$ cat src/rtl/spi_avmm_responder_pkg.sv
// Shared definitions for the SPI-to-Avalon-MM responder: FSM states,
// header field positions, turnaround default and the failed-read word.
package llrf_afe_package;

    typedef enum logic [2:0] {
        IDLE,
        HDR,
        WDATA,
        AV_WR,
        TURN,
        AV_RD,
        RDATA,
        DONE
    } state_t;

    localparam int          HDR_BITS          = 16;
    localparam int          HDR_RW_BIT        = 15;
    localparam int          HDR_ADDR_MSB      = 11;
    localparam int          TURN_BITS_DEFAULT = 8;
    localparam logic [31:0] READ_DEAD_WORD    = 32'hDEADBEEF;

endpackage

$ cat src/rtl/spi_avmm_responder_sync_edge.sv
// Two-flop synchronizer for one asynchronous SPI line, with single-clk
// rise and fall pulses derived from the synchronized level.
module spi_sync_edge #(
    parameter logic RESET_VAL = 1'b0
) (
    input  logic i_clk,
    input  logic i_reset_n,
    input  logic i_async,
    output logic o_rise,
    output logic o_fall
);

    logic [1:0] r_sync;
    logic       r_prev;

    // Synchronize the line and keep one extra stage for edge detection.
    always_ff @(posedge i_clk or negedge i_reset_n) begin
        if (!i_reset_n) begin
            r_sync <= {2{RESET_VAL}};
            r_prev <= RESET_VAL;
        end else begin
            r_sync <= {r_sync[0], i_async};
            r_prev <= r_sync[1];
        end
    end

    assign o_rise = r_sync[1] & ~r_prev;
    assign o_fall = ~r_sync[1] & r_prev;

endmodule

$ cat src/rtl/spi_avmm_responder.sv
// SPI mode-0 responder that turns one 16-bit header frame per chip-select
// period into a single Avalon-MM read or write. Everything runs on clk;
// SCLK/CS/MOSI are oversampled, so SCLK must stay at or below clk/8.
module spi_avmm_responder
    import llrf_afe_package::*;
#(
    parameter int AW        = 12,
    parameter int DW        = 32,
    parameter int TURN_BITS = TURN_BITS_DEFAULT
) (
    input  logic          clk,
    input  logic          reset_n,
    input  logic          spi_sclk,
    input  logic          spi_cs,
    input  logic          spi_mosi,
    output logic          spi_miso,
    output logic [AW-1:0] av_address,
    output logic          av_write,
    output logic          av_read,
    output logic [DW-1:0] av_writedata,
    input  logic [DW-1:0] av_readdata,
    input  logic          av_waitrequest,
    output logic          frame_err
);

    localparam int             CNT_W     = $clog2(HDR_BITS + TURN_BITS + DW + 1);
    localparam logic [CNT_W-1:0] HDR_LAST = CNT_W'(HDR_BITS - 1);
    localparam logic [CNT_W-1:0] WR_LAST  = CNT_W'(HDR_BITS + DW - 1);
    localparam logic [CNT_W-1:0] TURN_END = CNT_W'(HDR_BITS + TURN_BITS);
    localparam logic [CNT_W-1:0] RD_END   = CNT_W'(HDR_BITS + TURN_BITS + DW);
    localparam logic [DW-1:0]  DEAD_WORD = DW'(READ_DEAD_WORD);

    state_t           r_state;
    logic [CNT_W-1:0] r_cnt;
    logic [DW-1:0]    r_shift;
    logic [1:0]       r_mosi_sync;
    logic             r_av_read;
    logic             r_av_write;
    logic [AW-1:0]    r_av_address;
    logic [DW-1:0]    r_av_writedata;
    logic             r_miso;
    logic             r_frame_err;
    logic             r_cs_up;

    logic             w_sclk_rise;
    logic             w_sclk_fall;
    logic             w_cs_rise;
    logic             w_cs_fall;
    logic [DW-1:0]    w_shift_in;

    spi_sync_edge #(.RESET_VAL(1'b0)) u_sclk_sync (
        .i_clk     (clk),
        .i_reset_n (reset_n),
        .i_async   (spi_sclk),
        .o_rise    (w_sclk_rise),
        .o_fall    (w_sclk_fall)
    );

    spi_sync_edge #(.RESET_VAL(1'b1)) u_cs_sync (
        .i_clk     (clk),
        .i_reset_n (reset_n),
        .i_async   (spi_cs),
        .o_rise    (w_cs_rise),
        .o_fall    (w_cs_fall)
    );

    // MOSI gets the same two-stage delay as SCLK so it lines up with the rise pulse.
    always_ff @(posedge clk or negedge reset_n) begin
        if (!reset_n) begin
            r_mosi_sync <= 2'b00;
        end else begin
            r_mosi_sync <= {r_mosi_sync[0], spi_mosi};
        end
    end

    assign w_shift_in = {r_shift[DW-2:0], r_mosi_sync[1]};

    // Frame sequencer; r_cnt counts SCLK rising edges since the frame started,
    // and r_cs_up remembers a CS release seen while a bus transfer was pending.
    always_ff @(posedge clk or negedge reset_n) begin
        if (!reset_n) begin
            r_state        <= IDLE;
            r_cnt          <= '0;
            r_shift        <= '0;
            r_av_read      <= 1'b0;
            r_av_write     <= 1'b0;
            r_av_address   <= '0;
            r_av_writedata <= '0;
            r_miso         <= 1'b0;
            r_frame_err    <= 1'b0;
            r_cs_up        <= 1'b0;
        end else begin
            case (r_state)
                IDLE: begin
                    r_miso <= 1'b0;
                    if (w_cs_fall) begin
                        r_state     <= HDR;
                        r_cnt       <= '0;
                        r_frame_err <= 1'b0;
                        r_cs_up     <= 1'b0;
                    end
                end
                HDR: begin
                    if (w_cs_rise) begin
                        r_state     <= IDLE;
                        r_frame_err <= 1'b1;
                    end else if (w_sclk_rise) begin
                        r_shift <= w_shift_in;
                        r_cnt   <= r_cnt + CNT_W'(1);
                        if (r_cnt == HDR_LAST) begin
                            r_av_address <= w_shift_in[HDR_ADDR_MSB -: AW];
                            if (w_shift_in[HDR_RW_BIT]) begin
                                r_av_read <= 1'b1;
                                r_state   <= AV_RD;
                            end else begin
                                r_state <= WDATA;
                            end
                        end
                    end
                end
                WDATA: begin
                    if (w_cs_rise) begin
                        r_state     <= IDLE;
                        r_frame_err <= 1'b1;
                    end else if (w_sclk_rise) begin
                        r_shift <= w_shift_in;
                        r_cnt   <= r_cnt + CNT_W'(1);
                        if (r_cnt == WR_LAST) begin
                            r_av_writedata <= w_shift_in;
                            r_av_write     <= 1'b1;
                            r_state        <= AV_WR;
                        end
                    end
                end
                AV_WR: begin
                    if (w_cs_rise) begin
                        r_cs_up <= 1'b1;
                    end
                    if (!av_waitrequest) begin
                        r_av_write <= 1'b0;
                        r_state    <= DONE;
                    end
                end
                AV_RD: begin
                    if (w_sclk_rise) begin
                        r_cnt <= r_cnt + CNT_W'(1);
                    end
                    if (w_cs_rise) begin
                        r_cs_up     <= 1'b1;
                        r_frame_err <= 1'b1;
                    end
                    if (!av_waitrequest) begin
                        r_av_read <= 1'b0;
                        if (r_cs_up || w_cs_rise) begin
                            r_state <= IDLE;
                        end else if (w_sclk_fall && (r_cnt == TURN_END)) begin
                            r_miso  <= av_readdata[DW-1];
                            r_shift <= {av_readdata[DW-2:0], 1'b0};
                            r_state <= RDATA;
                        end else begin
                            r_shift <= av_readdata;
                            r_state <= TURN;
                        end
                    end else if (!r_cs_up && !w_cs_rise && w_sclk_fall && (r_cnt == TURN_END)) begin
                        r_av_read   <= 1'b0;
                        r_frame_err <= 1'b1;
                        r_miso      <= DEAD_WORD[DW-1];
                        r_shift     <= {DEAD_WORD[DW-2:0], 1'b0};
                        r_state     <= RDATA;
                    end
                end
                TURN: begin
                    if (w_cs_rise) begin
                        r_state     <= IDLE;
                        r_frame_err <= 1'b1;
                    end else begin
                        if (w_sclk_rise) begin
                            r_cnt <= r_cnt + CNT_W'(1);
                        end
                        if (w_sclk_fall && (r_cnt == TURN_END)) begin
                            r_miso  <= r_shift[DW-1];
                            r_shift <= {r_shift[DW-2:0], 1'b0};
                            r_state <= RDATA;
                        end
                    end
                end
                RDATA: begin
                    if (w_cs_rise) begin
                        r_state <= IDLE;
                        r_miso  <= 1'b0;
                        if (r_cnt != RD_END) begin
                            r_frame_err <= 1'b1;
                        end
                    end else begin
                        if (w_sclk_rise) begin
                            r_cnt <= r_cnt + CNT_W'(1);
                        end
                        if (w_sclk_fall) begin
                            if (r_cnt == RD_END) begin
                                r_miso  <= 1'b0;
                                r_state <= DONE;
                            end else begin
                                r_miso  <= r_shift[DW-1];
                                r_shift <= {r_shift[DW-2:0], 1'b0};
                            end
                        end
                    end
                end
                DONE: begin
                    r_miso <= 1'b0;
                    if (w_cs_rise || r_cs_up) begin
                        r_state <= IDLE;
                    end
                end
                default: begin
                    r_state <= IDLE;
                end
            endcase
        end
    end

    assign spi_miso     = r_miso;
    assign av_address   = r_av_address;
    assign av_write     = r_av_write;
    assign av_read      = r_av_read;
    assign av_writedata = r_av_writedata;
    assign frame_err    = r_frame_err;

endmodule

$ cat config.mk
export PLATFORM = sky130hd
export DESIGN_NAME = spi_avmm_responder
export DESIGN_NICKNAME = d
export VERILOG_FILES = /design/src/rtl/spi_avmm_responder_pkg.sv /design/src/rtl/spi_avmm_responder_sync_edge.sv /design/src/rtl/spi_avmm_responder.sv
export SDC_FILE = /design/constraint.sdc
export NUM_CORES = 1
export LEC_CHECK = 0
export CAP_MARGIN = 20
export CELL_PAD_IN_SITES_DETAIL_PLACEMENT = 0
export CELL_PAD_IN_SITES_GLOBAL_PLACEMENT = 1
export CORE_UTILIZATION = 41
export DETAILED_ROUTE_END_ITERATION = 6
export GPL_TIMING_DRIVEN = 0
export PLACE_DENSITY = 0.84
export SYNTH_ARGS = -nofsm -noshare
export SYNTH_HDL_FRONTEND = slang
export SYNTH_HIERARCHICAL = 1
export SYNTH_SLANG_ARGS = --single-unit
$ cat constraint.sdc
create_clock -name clk -period 2.6 [get_ports clk]
set_input_delay 0.39 -clock clk [delete_from_list [all_inputs] [get_ports clk]]
set_output_delay 0.39 -clock clk [all_outputs]
set_load 0.01 [all_outputs]
==> results of run 1 <==
## registers in the layout, indices dropped and copies added, names as in the netlist
| register | flops |
|---|---|
| r_state | 3 |
| r_cs_up | 1 |
| frame_err | 1 |
| r_shift | 32 |
| av_address | 12 |
| av_write | 1 |
| r_mosi_sync | 2 |
| r_cnt | 6 |
| av_read | 1 |
| av_writedata | 32 |
| u_sclk_sync/r_sync | 2 |
| spi_miso | 1 |
| u_cs_sync/r_prev | 1 |
| u_cs_sync/r_sync | 2 |
| u_sclk_sync/r_prev | 1 |
## layout make-up
| cell class | count | area (sq um) | share of cell area (%) |
|---|---|---|---|
| Sequential cell | 98 | 2460 | 39.4 |
| Multi-Input combinational cell | 309 | 2190 | 35.1 |
| Timing Repair Buffer | 85 | 866 | 13.9 |
| Clock buffer | 11 | 243 | 3.89 |
| Buffer | 29 | 179 | 2.87 |
| Tap cell | 143 | 179 | 2.87 |
| Clock inverter | 5 | 85.1 | 1.36 |
| Inverter | 11 | 41.3 | 0.662 |
## kinds of logic (layout without fill, tap and decap cells)
family,after synthesis,count (layout),share of synthesized area [%]
buffers and inverters,41,141,4.48
muxes,75,75,17.2
DFF,98,98,50.5
AOI/OAI and AO/OA,125,125,17.4
and+or+nand+nor,107,107,9.94
adders and majority gates,2,2,0.515
## layer usage
metal / wire length (microns) / share of wire [%]
met5: 0 / 0
met4: 95 / 0.77
met3: 744 / 6.1
met2: 6020 / 49
met1: 5400 / 44
## worst paths after layout
kind	cells past startpoint	endpoint	slack, ps
max	9	r_shift[20]$_DFFE_PN0P_	230
min	1	r_cnt[2]$_DFFE_PN0P_	70
max reg2reg	9	r_shift[20]$_DFFE_PN0P_	230
min reg2reg	0	u_sclk_sync/r_sync[1]$_DFF_PN0_	350
max in group asynchronous	2	u_cs_sync/r_sync[0]$_DFF_PN1_	1820
min in group clk	0	u_sclk_sync/r_sync[1]$_DFF_PN0_	350
## timing repair
item	in CTS	in global routing
hold buffers	0	0
setup endpoints to repair	0	28
gates resized for setup	0	7
## per-stage QoR
step	worst slack (ps)	power (uW)
2_1_floorplan	546	3800
3_3_place_gp	-2490	4420
3_5_place_dp	29.7	4470
4_1_cts	23.4	5980
5_1_grt	53.8	6350
6_report	232	5930
## power by group through the flow
stage / clock, uW / sequential, uW / combinational [uW]
after floorplan: 0 / 2040 / 1760
after global placement: 0 / 2120 / 2300
after detailed placement: 0 / 2130 / 2340
after CTS: 1530 / 2100 / 2350
after global routing: 1580 / 2150 / 2620
final: 1480 / 2110 / 2340
## placed cells by master, fill, tap and decap left out, types with 4 or more instances in the layout
master / synthesis / final
dfrtp_1: 95 / 95
clkdlybuf4s50_1: 0 / 83
mux2_2: 67 / 67
nand2_1: 49 / 49
o21ai_2: 27 / 27
o22ai_1: 26 / 26
a21oi_1: 24 / 24
nor2_1: 22 / 22
o21ai_0: 20 / 20
inv_1: 10 / 10
nand3_1: 10 / 10
clkbuf_1: 13 / 10
clkbuf_16: 0 / 9
mux2i_1: 8 / 8
buf_6: 7 / 7
nor2b_1: 6 / 6
buf_2: 6 / 5
or3_1: 5 / 5
nor3_1: 4 / 4
o21ai_1: 4 / 4
o311ai_0: 4 / 4
==> impl_metrics.sql, run 1 <==
INSERT INTO impl_metrics (metric_group, metric, value, unit) VALUES
('status', 'status', 'complete, no violations', ''),
('worst_setup_path', 'arrival', '2610', 'ps'),
('synthesis', 'synth_cells', '448', ''),
('synthesis', 'ys.flop_type', 'dfrtp_1', ''),
('synthesis', 'synthesis.area', '4860', 'sq um'),
('final_layout', 'fillers', '1015', ''),
('timing', 'timing.fmax', '422', 'MHz'),
('synthesis', 'asyncSetResetFlopFracSynth', '100', '%'),
('clock_tree', 'clkLatencyLatePin', '350', 'ps'),
('timing', 'max_slew.worst_pin.slew', '672', 'ps'),
('timing', 'finalMaxSlewViolations', '0', ''),
('routing', 'post-route-drc-count', '0', ''),
('worst_setup_path', 'crit_path_start_kind', 'flop', ''),
('final_layout', 'num-nets-final', '583', ''),
('timing', 'final_setup_violation_count', '0', ''),
('final_layout', 'finalCoreUtilization', '54.4', '%'),
('place', 'place.gp.congestion', '0.877', ''),
('global_routing', 'groute.layer.met3.usage', '7.33', '%'),
('global_routing', 'grt_max_degree', '51', ''),
('floorplan', 'initial_utilization', '42.4', '%'),
('worst_setup_path', 'crit_chain', 'inv_1 > ha_1 > and4b_1 > and3_1 > buf_4 > buf_2 > mux2_2 > o22ai_1 > o21ai_2', ''),
('run', 'drv.max_cap_violation_count', '0', ''),
('global_routing', 'met1_usage', '27.1', '%'),
('synthesis', 'post_synthesis_mean_instance_area', '10.8', 'sq um'),
('synthesis', 'edff_count_synth', '0', ''),
('worst_setup_path', 'crit_fanout', '10', ''),
('routing', 'ant_nets', '0', ''),
('final_layout', 'layout.cells.non_filler', '691', ''),
('pwr', 'power_frac_clock', '25.0', '%'),
('pwr', 'vdd.ir_drop.worst', '0.000477', 'V'),
('final_layout', 'synthToLayoutAreaGrowth', '28.3', '%'),
('pwr', 'seq_power_share', '35.5', '%'),
('floorplan', 'rows', '39', ''),
('place', 'detailed_place_hpwl', '8730', 'microns'),
('synthesis', 'yosys_register_bits', '98', ''),
('worst_setup_path', 'slowest_delay', '400', 'ps'),
('timing', 'clock-skew-final', '6.72', 'ps'),
('synthesis', 'synth_nets', '488', ''),
('floorplan', 'design.portCount', '86', ''),
('worst_setup_path', 'cp_data_required_time', '2850', 'ps'),
('synthesis', 'yosysTopAreaCellShare', '48.9', '%'),
('clock_tree', 'cts.htree.levels', '3', ''),
('synthesis', 'synthesis.yosys.warnings', '6', ''),
('worst_setup_path', 'critPathSlowestCell', 'dfrtp_1', ''),
('routing', 'drt_pass1_iterations', '4', ''),
('global_routing', 'grt_pass1_vias', '3943', ''),
('routing', 'post_drt_via_cell_ratio', '5.54', ''),
('synthesis', 'yosysSeqAreaShare', '50.5', '%'),
('global_routing', 'gr-usage-met2', '34.5', '%'),
('floorplan', 'die_w', '111', 'microns'),
('timing', 'hold_violations', '0', ''),
('routing', 'totalWireLength', '12300', 'microns'),
('worst_setup_path', 'critPathCaptureType', 'flop', ''),
('global_routing', 'grt_busiest_layer', 'met2', ''),
('clock_tree', 'total_number_of_clock_tree_sinks', '98', ''),
('timing', 'grt_setup_unrepaired', 'false', ''),
('pwr', 'p_switching', '2260', 'uW'),
('pwr', 'switching_share', '38.0', '%'),
('clock_tree', 'tritoncts', 'yes', ''),
('worst_setup_path', 'setup.worst_path.start', 'r_cnt[0]$_DFFE_PN0P_', ''),
('pwr', 'combinational_share_of_power', '39.5', '%'),
('pwr', 'internal_power', '3680', 'uW'),
('global_routing', 'grt_pass1_wl', '20700', 'microns'),
('pwr', 'power_leakage', '0.00269', 'uW'),
('synthesis', 'synthDominantAreaCellType', 'dfrtp_1', ''),
('clock_tree', 'cts_buffers', '9', ''),
('clock_tree', 'clock_tree.buffer_depth', '2', ''),
('synthesis', 'synth.cells.most_frequent', 'dfrtp_1 (95), mux2_2 (67), nand2_1 (49)', ''),
('global_routing', 'grt_antenna_before_repair', '0', ''),
('worst_setup_path', 'timing.setup.critical_path_class', 'flop to flop', ''),
('place', 'placed_cells_incl_taps', '676', '');
Power figures use the tool's default switching activity.
==> inputs of run 2 (changes only) <==
--- a/config.mk
+++ b/config.mk
@@ -9,6 +9,7 @@
 export CELL_PAD_IN_SITES_DETAIL_PLACEMENT = 0
 export CELL_PAD_IN_SITES_GLOBAL_PLACEMENT = 1
 export CORE_UTILIZATION = 41
+export CTS_CLUSTER_DIAMETER = 60
 export DETAILED_ROUTE_END_ITERATION = 6
 export GPL_TIMING_DRIVEN = 0
 export PLACE_DENSITY = 0.84
==> results of run 2 <==
No change in the layout: final DEF, timing and power equal those of run 1.
==> inputs of run 3 (changes only) <==
--- a/config.mk
+++ b/config.mk
@@ -5,14 +5,14 @@
 export SDC_FILE = /design/constraint.sdc
 export NUM_CORES = 1
 export LEC_CHECK = 0
-export CAP_MARGIN = 20
 export CELL_PAD_IN_SITES_DETAIL_PLACEMENT = 0
 export CELL_PAD_IN_SITES_GLOBAL_PLACEMENT = 1
-export CORE_UTILIZATION = 41
+export CORE_UTILIZATION = 50
 export CTS_CLUSTER_DIAMETER = 60
 export DETAILED_ROUTE_END_ITERATION = 6
+export DONT_BUFFER_PORTS = 1
 export GPL_TIMING_DRIVEN = 0
-export PLACE_DENSITY = 0.84
+export PLACE_DENSITY = 0.85
 export SYNTH_ARGS = -nofsm -noshare
 export SYNTH_HDL_FRONTEND = slang
 export SYNTH_HIERARCHICAL = 1
==> impl_metrics.sql, run 3 (same netlist as run 1, synthesis figures left out) <==
INSERT INTO impl_metrics (metric_group, metric, value, unit) VALUES
('status', 'status', 'finished with violations', ''),
('status', 'violations', 'hold timing', ''),
('clock_tree', 'tritoncts', 'yes', ''),
('routing', 'post_drt_via_cell_ratio', '5.90', ''),
('clock_tree', 'post_cts_buffers', '0', ''),
('worst_setup_path', 'timing.setup.critical_path_class', 'flop to flop', ''),
('global_routing', 'grt_max_degree', '99', ''),
('routing', 'ant_nets', '0', ''),
('clock_tree', 'cts_hold_buf', '1', ''),
('timing', 'finalWorstSetupSlack', '145', 'ps'),
('clock_tree', 'cts.root.buffer_cell', 'clkbuf_8', ''),
('routing', 'avg_wl_per_cell', '19.3', 'microns'),
('clock_tree', 'cts_buffers', '9', ''),
('clock_tree', 'cts.htree.levels', '3', ''),
('timing', 'hold_violations', '98', ''),
('place', 'detailed_place_hpwl', '8070', 'microns'),
('floorplan', 'std_cell_core_area', '9330', 'sq um'),
('routing', 'dr_total_vias', '3505', ''),
('worst_setup_path', 'arrival', '2710', 'ps'),
('final_layout', 'fillers', '823', ''),
('final_layout', 'num-nets-final', '500', ''),
('routing', 'totalWireLength', '11500', 'microns'),
('global_routing', 'grt_antenna_before_repair', '0', ''),
('worst_setup_path', 'timing.critical_path.mode_cell', 'o21a_1', ''),
('floorplan', 'initial_utilization', '52.1', '%'),
('clock_tree', 'clock_tree.buffer_depth', '2', ''),
('clock_tree', 'clk_transition_reported_paths', '110', 'ps'),
('timing', 'max_slew.worst_pin.slew', '685', 'ps'),
('worst_setup_path', 'crit_chain', 'nor2b_1 > buf_2 > or2_2 > clkbuf_1 > a311oi_1 > a311oi_2 > o21a_1 > o2111ai_1 > o21a_1', ''),
('clock_tree', 'clkLatencyLatePin', '370', 'ps'),
('timing', 'clock-skew-final', '12.9', 'ps'),
('clock_tree', 'total_number_of_clock_tree_sinks', '98', ''),
('worst_setup_path', 'critPathCaptureType', 'flop', ''),
('place', 'place_ws', '38.2', 'ps'),
('final_layout', 'layout_common_cells', 'dfrtp_1 (95), mux2_2 (67), nand2_1 (49), o21ai_2 (27), o22ai_1 (26)', ''),
('final_layout', 'number_of_diodes', '0', ''),
('final_layout', 'synthToLayoutAreaGrowth', '8.26', '%'),
('global_routing', 'grt.overflow.total', '0', ''),
('place', 'post_dp_cell_area', '5020', 'sq um'),
('global_routing', 'grt_pass1_wl', '18800', 'microns'),
('pwr', 'vdd.ir_drop.worst', '0.000523', 'V'),
('routing', 'post-route-drc-count', '0', ''),
('timing', 'post-route-period-util', '94.4', '%'),
('timing', 'min_period', '2450', 'ps'),
('final_layout', 'mostFrequentLayoutCell', 'dfrtp_1', ''),
('run', 'drv.max_cap_violation_count', '0', ''),
('floorplan', 'design.portCount', '86', ''),
('timing', 'totalNegativeSetupSlack', '0', 'ps'),
('global_routing', 'grt_pass1_vias', '3583', ''),
('global_routing', 'grtUsageTotal', '24.2', '%'),
('pwr', 'power-per-cell-area', '1020', 'nW/um^2'),
('place', 'place.gp.congestion', '0.893', ''),
('worst_setup_path', 'slowest_delay', '550', 'ps'),
('floorplan', 'die_height', '101', 'microns'),
('place', 'buffer_ports.inserted', '0', ''),
('pwr', 'power_leakage', '0.00233', 'uW'),
('final_layout', 'layout.cell_area.non_filler', '5260', 'sq um'),
('worst_setup_path', 'critPathSlowestCell', 'dfstp_2', ''),
('worst_setup_path', 'crit_fanout', '10', ''),
('timing', 'worst_slew_margin_rel', '54.3', '%'),
('timing', 'grt_setup_unrepaired', 'false', ''),
('final_layout', 'drive_above_1_share', '29.2', '%'),
('timing', 'final_setup_violation_count', '0', ''),
('timing', 'finalMaxSlewViolations', '0', ''),
('worst_setup_path', 'crit_path_start_kind', 'flop', ''),
('routing', 'drt_first_iter_violations', '146', ''),
('timing', 'hold-worst-slack', '-298', 'ps'),
('floorplan', 'die_w', '101', 'microns'),
('worst_setup_path', 'cp_data_required_time', '2860', 'ps'),
('worst_hold_path', 'worstHoldPathType', 'input port to asynchronous set/reset pin', ''),
('routing', 'drt_pass1_iterations', '5', ''),
('timing', 'timing.fmax', '407', 'MHz'),
('floorplan', 'rows', '35', ''),
('floorplan', 'die-area', '10100', 'sq um');
-- run 3: stage by stage --
step | std cells | power [uW] | hold WS (ps) | utilization, %
after CTS | 594 | 5380 | -311 | 56.3
after global routing | 594 | 5760 | -334 | 56.4
after global placement | 577 | 4270 | 97.5 | 53.8
final | 594 | 5380 | -298 | 56.4
after detailed placement | 577 | 4300 | 96.5 | 53.8
after floorplan | 448 | 3800 | 94.4 | -
-- run 3: routing by layer --
metal | share of wire (%) | wire length [microns] | global-route usage (%)
met5 | 0 | 0 | 0
met4 | 1.9 | 216 | 9.92
met3 | 6.3 | 720 | 5.27
met2 | 48 | 5510 | 39.5
met1 | 44 | 5010 | 31.3
-- run 3: final timing paths --
path | to | slack (ps) | depth (start not counted) | from
max reg2reg | r_state[0]$_DFFE_PN0P_ | 150 | 9 | u_cs_sync/r_sync[1]$_DFF_PN1_
max | r_state[0]$_DFFE_PN0P_ | 150 | 9 | u_cs_sync/r_sync[1]$_DFF_PN1_
min | av_address[2]$_DFFE_PN0P_ | -300 | 0 | reset_n
min reg2reg | u_sclk_sync/r_sync[1]$_DFF_PN0_ | 360 | 0 | u_sclk_sync/r_sync[0]$_DFF_PN0_
max in group asynchronous | u_cs_sync/r_prev$_DFF_PN1_ | 2710 | 0 | reset_n
min in group clk | u_sclk_sync/r_sync[0]$_DFF_PN0_ | 40 | 0 | spi_sclk
-- run 3: layout make-up --
cell class	instances	area (sq um)	area share, %
multi-input cells	309	2190	41.7
clock buffers	10	138	2.62
plain buffers	30	180	3.42
flip-flops and latches	98	2460	46.7
well taps	129	161	3.07
clock inverters	6	82.6	1.57
inverters	11	41.3	0.785
repair buffers	1	10.0	0.190
-- run 3: report_power, final --
| group | total (uW) | switching, uW | internal [uW] |
|---|---|---|---|
| Combinational | 2190 | 1320 | 879 |
| Sequential | 2110 | 282 | 1830 |
| Clock | 1070 | 579 | 493 |
| Total | 5380 | 2180 | 3200 |
-- run 3: repair_timing --
item / CTS / global route
gates resized for setup: 1 / 5
setup endpoints to repair: 2 / 18
hold endpoints to repair: 99 / 98
-- run 3: critical path: cells and delay by family (launching register included) --
family                 cells  cell delay, ps
AOI/OAI and AO/OA          5             910
buffers and inverters      2             500
DFF                        1             550
and+or+nand+nor            2             390
==> RTL edit, RTL diff (config.mk and constraints of run 1) <==
Change the parameter `DW` from 32 to 64.
--- a/src/rtl/spi_avmm_responder.sv
+++ b/src/rtl/spi_avmm_responder.sv
@@ -5,7 +5,7 @@
     import llrf_afe_package::*;
 #(
     parameter int AW        = 12,
-    parameter int DW        = 32,
+    parameter int DW        = 64,
     parameter int TURN_BITS = TURN_BITS_DEFAULT
 ) (
     input  logic          clk,
Ports: changed (resized av_readdata and av_writedata); port bits go from 86 to 150. The function was not compared with the original's and may differ.
==> RTL edit against run 1 <==
Sequential cell count rose by 65. Worst setup slack got worse by 0.087 ns. Largest cell class unchanged. Maximum frequency fell by 3.5%. Clock power rose by 76%. Wire length rose by 66%. Design area rose by 69%. Critical path depth fell by 1. Power rose by 50%. Area after synthesis rose by 64%.
==> RTL edit: results (changes against run 1) <==
.. list-table::
   :header-rows: 1

   * - Metric
     - Value
   * - Compound-Gate Fraction of Synth Area
     - 0.0864 (-0.0872)
   * - Final weighted congestion in routability-driven placement
     - 0.904 (+3.1%)
   * - Number of DRC violations after detailed-routing iteration 0
     - 341 (+48%)
   * - Number of antenna repair diodes
     - 0 (unchanged)
   * - Number of port buffers
     - 148 (+76%)
   * - Clock slew at reported path FFs
     - 0.06 ns
   * - Share of the yosys chip area belonging to registers
     - 0.513 (+0.00789)
   * - Post-synth ARST share
     - 1.00 (unchanged)
   * - Portion of netlist area occupied by mux cells
     - 0.253 (+0.0811)
   * - Class of the tightest hold or removal check
     - register to register
   * - Normalized max-slew margin
     - 0.575 (+0.0235)
   * - Maximum cell stage delay along the critical path
     - 0.42 ns (+0.02 ns)
   * - Number of antenna violations at the first check in global routing
     - 0 (unchanged)
   * - Fraction of layout cells with a size suffix above 1
     - 0.194 (-0.0538)
   * - Vias in the first global route
     - 6101 (+55%)
   * - Number of nets in the layout
     - 954 (+64%)
   * - Insertion delay to the later sink of the worst-skew pair
     - 0.43 ns (+0.08 ns)
   * - Most area-consuming cells after synthesis
     - dfrtp_1 (50%), mux2_2 (13%), mux2_1 (6.9%), mux2i_1 (5.0%), nand2_1 (4.8%)
   * - Root cell of the clock tree
     - clkbuf_16
   * - Synthesized Nets
     - 780 (+60%)
   * - Per-cell via count in the routed design
     - 5.25 (-5.3%)
   * - Top cells by count, synth
     - dfrtp_1 (160), nand2_1 (101), mux2_2 (94), o21ai_0 (52), mux2_1 (49)
   * - Clock skew after layout
     - 0.00947 ns (+0.00275 ns)
   * - Adder-Cell Fraction of Synth Area
     - 0.00315 (-0.00200)
   * - CP max FO
     - 5 (-5)
   * - All-Layer GR Usage
     - 0.214 (+0.00241)
   * - Run status
     - finished clean
   * - Post-synthesis cell type count
     - 51 (+11%)
   * - Number of H-tree levels
     - 4 (+1)
   * - Detailed-placement wirelength estimate
     - 14300 um (+64%)
   * - Final number of hold-violating endpoints
     - 0 (unchanged)
   * - GRT met2 Usage
     - 0.323 (-0.0219)
   * - Master of the slowest instance on the critical path
     - dfrtp_1
   * - Maximum ir drop on the vdd rail
     - 0.559 mV (+17%)
   * - Global-route wire length before repair
     - 33000 um (+59%)
   * - TritonCTS Buffers
     - 17 (+8)
   * - Met3 Usage GRT
     - 0.0533 (-0.0199)
   * - Number of buffers between clock root and the deepest sink
     - 2 (unchanged)
   * - Pin count of the biggest net entering global routing
     - 109 (+110%)
   * - Worst path arrival time
     - 2.76 ns (+0.15 ns)
   * - Met1 capacity usage during global routing
     - 0.301 (+0.0303)
   * - Total of warnings raised by yosys
     - 6 (unchanged)
   * - Lkg Pwr
     - 4.72 nW (+76%)
   * - Net switching power of the design
     - 3.02 mW (+34%)
   * - First-pass iteration count of the detailed router
     - 4 (unchanged)
   * - Post-synthesis xor/xnor area fraction
     - 0.00220 (+0.00220)
   * - Routed wire length
     - 20400 um (+66%)
   * - Post-Place Worst Slack
     - -0.479 ns (-0.508 ns)
RTL edit: cell count changes in the layout (fill, tap and decap cells not counted), moves of 13 or more:
cell and change:
mux2i_1 +32, a31oi_1 +27, dfrtp_1 +65, o21ai_2 -27, o21ai_0 +32, clkbuf_1 +16, clkdlybuf4s50_1 +64, mux2_1 +49
nand2_1 +52, mux2_2 +27, o22ai_1 -24, a21oi_1 -13, nor2_1 +17
RTL edit: final cells by class:
cell class              count  area, um2
plain buffers              49        273
clock inverters            15        186
fillers                  1663       8300
clock buffers              17        425
repair buffers            156       1580
inverters                   8       30.0
multi-input cells         487       3620
flip-flops and latches    163       4080
well taps                 260        325
RTL edit: kinds of logic (layout without fill, tap and decap cells):
logic type	after synthesis	in the layout
AND/OR/NAND/NOR	185	185
flip-flops	163	163
adder cells (fa/ha/maj)	2	2
buffers and inverters	58	245
XOR/XNOR	2	2
AO/OA/AOI/OAI	115	115
multiplexers	183	183
RTL edit: routing by layer:
layer	vias up	wire, um
met2	161	9170
met1	3012	9750
met5	-	0
li1	2864	-
met3	23	1090
met4	0	389
RTL edit: stage by stage:
step | instance area, um2 | std cells | setup TNS (ns)
floorplan | 7950 | 708 | 0
global placement | 9760 | 1116 | -959.28
detailed placement | 9790 | 1117 | -48.94
CTS | 10500 | 1152 | 0
global route | 10500 | 1155 | 0
finish | 10500 | 1155 | 0
RTL edit: worst paths after layout:
| check | start | endpoint | slack, ns | cells past startpoint |
|---|---|---|---|---|
| max | r_cnt[0] | r_state[1] | 0.14 | 8 |
| max in group asynchronous | reset_n | r_shift[1] | 1.25 | 3 |
| max reg2reg | r_cnt[0] | r_state[1] | 0.14 | 8 |
| min in group asynchronous | reset_n | av_writedata[38] | 0.47 | 2 |
| min reg2reg | u_sclk_sync/r_sync[0] | u_sclk_sync/r_sync[1] | 0.35 | 0 |
| min | u_sclk_sync/r_sync[0] | u_sclk_sync/r_sync[1] | 0.35 | 0 |
RTL edit: repair_timing:
item                                    CTS  global route
hold buffers                              1             0
endpoints found under the setup margin  128           125
hold endpoints to repair                 52             0
pin swaps                                 1             1
buffers inserted                          3             3
gates resized for setup                   7            17
RTL edit: critical path, delay by kind of cell, from the launching register on:
family / cells / cell delay [ns]
AOI/OAI and AO/OA: 2 / 0.59
adders and majority gates: 1 / 0.16
buffers and inverters: 2 / 0.23
DFF: 1 / 0.42
muxes: 1 / 0.31
and+or+nand+nor: 2 / 0.63
RTL edit: power groups by stage:
stage / registers (mW) / logic, mW / clock network (mW)
4_1_cts: 3.42 / 2.80 / 2.66
3_3_place_gp: 3.46 / 2.69 / 0
3_5_place_dp: 3.47 / 2.72 / 0
2_1_floorplan: 3.32 / 2.03 / 0
6_report: 3.43 / 2.84 / 2.61
5_1_grt: 3.50 / 3.15 / 2.78
